`config.mk`:
```
export PLATFORM = sky130hd
export DESIGN_NAME = reg_dump_unit
export DESIGN_NICKNAME = d
export VERILOG_FILES = /design/src/rtl/reg_dump_unit.sv
export SDC_FILE = /design/constraint.sdc
export NUM_CORES = 2
export LEC_CHECK = 0
export ABC_AREA = 1
export CORE_AREA = 2 2 410 412
export CTS_CLUSTER_DIAMETER = 40
export DETAILED_ROUTE_END_ITERATION = 10
export DIE_AREA = 0 0 412 414
export MAX_ROUTING_LAYER = met4
export SKIP_CTS_REPAIR_TIMING = 1
export SKIP_LAST_GASP = 1
export SLEW_MARGIN = 15
export SYNTH_ARGS = -nofsm -noshare
export SYNTH_HDL_FRONTEND = slang
export SYNTH_SLANG_ARGS = --single-unit
```
`constraint.sdc`:
```
create_clock -name clk -period 120.5 [get_ports clk]
set_input_delay 12.05 -clock clk [delete_from_list [all_inputs] [get_ports clk]]
set_output_delay 12.05 -clock clk [all_outputs]
set_load 0.1 [all_outputs]
```
`src/rtl/reg_dump_unit.sv`:
```
// reg_dump_unit: snapshots the packed 32x32 register bank on request and
// streams it MSB-first, one byte per valid/ready transfer, to the debug UART TX.
// Optional build macro REG_DUMP_CHECKSUM_EN appends one XOR checksum byte
// after the 128 register bytes.
module reg_dump_unit #(
  parameter int unsigned NB_REG  = 32,
  parameter int unsigned N_REGS  = 32,
  parameter int unsigned NB_BYTE = 8
) (
  input  logic                     clk,
  input  logic                     i_rst_n,
  input  logic                     i_start,
  input  logic [N_REGS*NB_REG-1:0] i_registers,
  output logic [NB_BYTE-1:0]       o_tx_data,
  output logic                     o_tx_valid,
  input  logic                     i_tx_ready,
  output logic                     o_busy,
  output logic                     o_done
);

  localparam int unsigned NB_BANK     = N_REGS * NB_REG;
  localparam int unsigned N_BYTES_REG = NB_REG / NB_BYTE;
  localparam int unsigned NB_REG_IDX  = $clog2(N_REGS);
  localparam int unsigned NB_BYTE_IDX = $clog2(N_BYTES_REG);
  localparam logic [NB_REG_IDX-1:0]  LAST_REG  = NB_REG_IDX'(N_REGS - 1);
  localparam logic [NB_BYTE_IDX-1:0] LAST_BYTE = NB_BYTE_IDX'(N_BYTES_REG - 1);

`ifdef REG_DUMP_CHECKSUM_EN
  typedef enum logic [1:0] {
    IDLE  = 2'd0,
    SEND  = 2'd1,
    CKSUM = 2'd2,
    DONE  = 2'd3
  } state_t;
`else
  typedef enum logic [1:0] {
    IDLE = 2'd0,
    SEND = 2'd1,
    DONE = 2'd3
  } state_t;
`endif

  state_t                  state;
  // Remaining bytes of the frozen bank; the next byte to offer sits at the top.
  logic [NB_BANK-1:0]      snapshot;
  logic [NB_REG_IDX-1:0]   reg_idx;
  logic [NB_BYTE_IDX-1:0]  byte_idx;
`ifdef REG_DUMP_CHECKSUM_EN
  logic [NB_BYTE-1:0]      cksum;
`endif

  logic xfer_c;
  logic last_byte_c;

  // Handshake completion and final-register-byte detection.
  assign xfer_c      = o_tx_valid & i_tx_ready;
  assign last_byte_c = (reg_idx == LAST_REG) && (byte_idx == LAST_BYTE);

  // Dump sequencer: snapshot capture, byte streaming and completion pulse.
  always_ff @(posedge clk) begin
    if (!i_rst_n) begin
      state      <= IDLE;
      o_tx_data  <= '0;
      o_tx_valid <= 1'b0;
      o_busy     <= 1'b0;
      o_done     <= 1'b0;
      reg_idx    <= '0;
      byte_idx   <= '0;
`ifdef REG_DUMP_CHECKSUM_EN
      cksum      <= '0;
`endif
    end else begin
      o_done <= 1'b0;
      case (state)
        IDLE: begin
          if (i_start) begin
            // Byte 0 goes straight to the output; the rest is kept pre-shifted.
            snapshot   <= {i_registers[NB_BANK-NB_BYTE-1:0], NB_BYTE'(0)};
            o_tx_data  <= i_registers[NB_BANK-1 -: NB_BYTE];
            o_tx_valid <= 1'b1;
            o_busy     <= 1'b1;
            reg_idx    <= '0;
            byte_idx   <= '0;
`ifdef REG_DUMP_CHECKSUM_EN
            cksum      <= '0;
`endif
            state      <= SEND;
          end
        end
        SEND: begin
          if (xfer_c) begin
`ifdef REG_DUMP_CHECKSUM_EN
            cksum <= cksum ^ o_tx_data;
`endif
            if (last_byte_c) begin
`ifdef REG_DUMP_CHECKSUM_EN
              o_tx_data <= cksum ^ o_tx_data;
              state     <= CKSUM;
`else
              o_tx_valid <= 1'b0;
              o_done     <= 1'b1;
              state      <= DONE;
`endif
            end else begin
              o_tx_data <= snapshot[NB_BANK-1 -: NB_BYTE];
              snapshot  <= {snapshot[NB_BANK-NB_BYTE-1:0], NB_BYTE'(0)};
              byte_idx  <= byte_idx + NB_BYTE_IDX'(1);
              if (byte_idx == LAST_BYTE) begin
                reg_idx <= reg_idx + NB_REG_IDX'(1);
              end
            end
          end
        end
`ifdef REG_DUMP_CHECKSUM_EN
        CKSUM: begin
          if (xfer_c) begin
            o_tx_valid <= 1'b0;
            o_done     <= 1'b1;
            state      <= DONE;
          end
        end
`endif
        DONE: begin
          o_busy <= 1'b0;
          state  <= IDLE;
        end
        default: begin
          state <= IDLE;
        end
      endcase
    end
  end

endmodule

```
==> flow_summary.json <==
{
  "status": "completed",
  "rsz0062_at_grt": "false",
  "drtIter0Drc": 3204,
  "cp_data_arrival_time_ps": 17090,
  "synth_common_cells": "nand2_1, edfxtp_1, buf_2",
  "cp-end-kind": "register",
  "reg2reg_depth": 13,
  "yosysUniqueCellTypes": 17,
  "yosysTopAreaCellShare": 0.694,
  "vias_per_cell": 4.32,
  "fmax_mhz": 59.9,
  "portBuffers": 1038,
  "overflow": 0,
  "critical_path_class": "input port to register",
  "ctsHtreeMaxLevel": 4,
  "hpwl_mm": 108,
  "powerDensity_nw_per_um2": 17.9,
  "min_path_cells": 2,
  "routed_wl_mm": 150,
  "vias": 33800,
  "dieWidth_um": 412,
  "ys.flop_type": "edfxtp_1",
  "synth_seq_cells": 1036,
  "r2r_slack_ps": 114820,
  "setup_viol": 0,
  "final.min_clock_period_ps": 16690,
  "syn-num-nets": 5458,
  "grt_max_degree": 199,
  "finalCritPeriodShare": 0.139,
  "synth_edf_count": 1016,
  "min_path_type": "register to register",
  "synthArstFlopShare": 0,
  "final_nets": 6467,
  "first_global_vias": 33500,
  "path_clk_slew_ps": 50,
  "grt_first_pass_wirelength_mm": 213,
  "peakVddDrop_mv": 0.0135,
  "initial_core_util": 0.264,
  "skew_ps": 32.6,
  "cts.path.max_buffers": 3,
  "leakagePower_nw": 25.8,
  "gp_congestion": 0.904,
  "core_area_sq_um": 166000,
  "yosysMostFrequentCell": "nand2_1",
  "dr.pass1.iters": 5,
  "power_w": 0.00111,
  "dieArea_sq_um": 171000,
  "drc": 0,
  "finalHoldViolCount": 0,
  "instances_no_fill": 7834,
  "utilization": 0.374,
  "synth_area_per_cell_sq_um": 9.93,
  "synth-warning-count": 0,
  "dp_cells": 7475,
  "cts-root-buf": "clkbuf_16",
  "wire_per_inst_um": 19.2,
  "ant_nets": 0,
  "relSlewSlack": 0.247,
  "cts_tree": "yes",
  "worstMarginPinSlew_ps": 1130,
  "drive_above_1_share": 0.0570,
  "grt_usage": 0.175,
  "report.final.slew_viol_count": 0,
  "synthCells": 4427,
  "clock_sinks": 1036,
  "synthTopCellsByArea": "edfxtp_1, nand2_1, buf_2, dfxtp_1, nor2_1",
  "antenna_found_initial": 59,
  "setup-tns-final_ps": 0,
  "rows": 150,
  "max_cap_viol_count": 0,
  "pin_count": 1039,
  "cts_made_buffers": 163,
  "dieHeight_um": 414,
  "worstPathRequired_ps": 120890,
  "worstPathMaxFanout": 77,
  "synth_seq_area_share": 0.703,
  "area_growth_pct": 41.3,
  "startpoint_type": "input port",
  "clock_latency_ps": 780,
  "synth_largest_area_cell": "edfxtp_1",
  "fillers": 16500,
  "synth.cell_area_sq_um": 44000,
  "hold_ws_ps": 470
}
==> path summary, 6_finish.rpt <==
path	startpoint	end
max	i_start	snapshot[605]$_DFFE_PP_
min	byte_idx[1]$_SDFFE_PN0P_	byte_idx[1]$_SDFFE_PN0P_
max reg2reg	reg_idx[0]$_SDFFE_PN0P_	snapshot[605]$_DFFE_PP_
min reg2reg	byte_idx[1]$_SDFFE_PN0P_	byte_idx[1]$_SDFFE_PN0P_
==> logic make-up (layout without fill, tap and decap cells) <==
logic type | after synthesis | in the layout | synth area share
adder cells (fa/ha/maj) | 3 | 3 | 0.000854
AND/OR/NAND/NOR | 3119 | 3119 | 0.267
buffers and inverters | 247 | 1395 | 0.0267
XOR/XNOR | 1 | 1 | 0.000199
flip-flops | 1036 | 1036 | 0.703
other | 0 | 55 | 0
AO/OA/AOI/OAI | 21 | 21 | 0.00239
==> area by class of cell <==
type	count	area [sq um]	area share
multi-input cells	3144	11900	0.192
clock inverters	124	1440	0.0232
clock buffers	180	4220	0.0678
well taps	2204	2760	0.0444
inverters	18	67.6	0.00109
diodes	55	138	0.00221
repair buffers	1073	10700	0.172
flip-flops and latches	1036	30900	0.497
==> sequential cells by signal, indices dropped and copies added (netlist names) <==
signal,cells
o_busy,1
byte_idx,2
reg_idx,5
snapshot,1016
o_tx_data,8
o_tx_valid,1
state,2
o_done,1
==> layout by cell type (no fill, tap or decap), types with 3 or more instances in the layout <==
cell type and n:
buf_4 30, inv_1 15, clkinv_4 14, clkbuf_1 13, o21ai_0 13, clkinv_8 3, dfxtp_1 20, inv_8 3
clkinv_1 15, bufinv_16 20, inv_6 17, a21oi_1 8, nor2_1 38, edfxtp_1 1016, clkinv_2 24, nand2_1 3065
nand3_1 11, clkinv_16 4, ha_1 3, diode_2 55, clkbuf_16 166, nor2_4 3, inv_2 3, clkinvlp_4 23
buf_12 4, clkdlybuf4s50_1 1038
==> critical path, cell delays in order <==
cell             delay, ps
clkdlybuf4s50_1        540
inv_1                   70
nand3_1                140
nand2_1                140
nor2_4                 280
inv_2                  160
nor2_4                 260
buf_4                  780
buf_4                  700
buf_4                  850
buf_4                  880
==> through the flow <==
step / instance area (sq um) / setup WS, ps
3_3_place_gp: 56300 / 102970
4_1_cts: 62000 / 103840
2_1_floorplan: 44000 / 63490
6_report: 62100 / 103810
3_5_place_dp: 56300 / 102990
5_1_grt: 62100 / 103480
==> metal layers <==
metal | routed length, um | GRT usage
met5 | 0 | -
met4 | 5130 | 0.0757
met3 | 10500 | 0.0401
met2 | 73000 | 0.281
met1 | 61600 | 0.209
==> power by group <==
part	internal (W)	switching (W)
Clock	0.000300	0.000185
Sequential	0.000453	0.0000121
Combinational	0.0000583	0.000102
Total	0.000811	0.000299
Note: power is estimated with default switching activity, not from simulation.
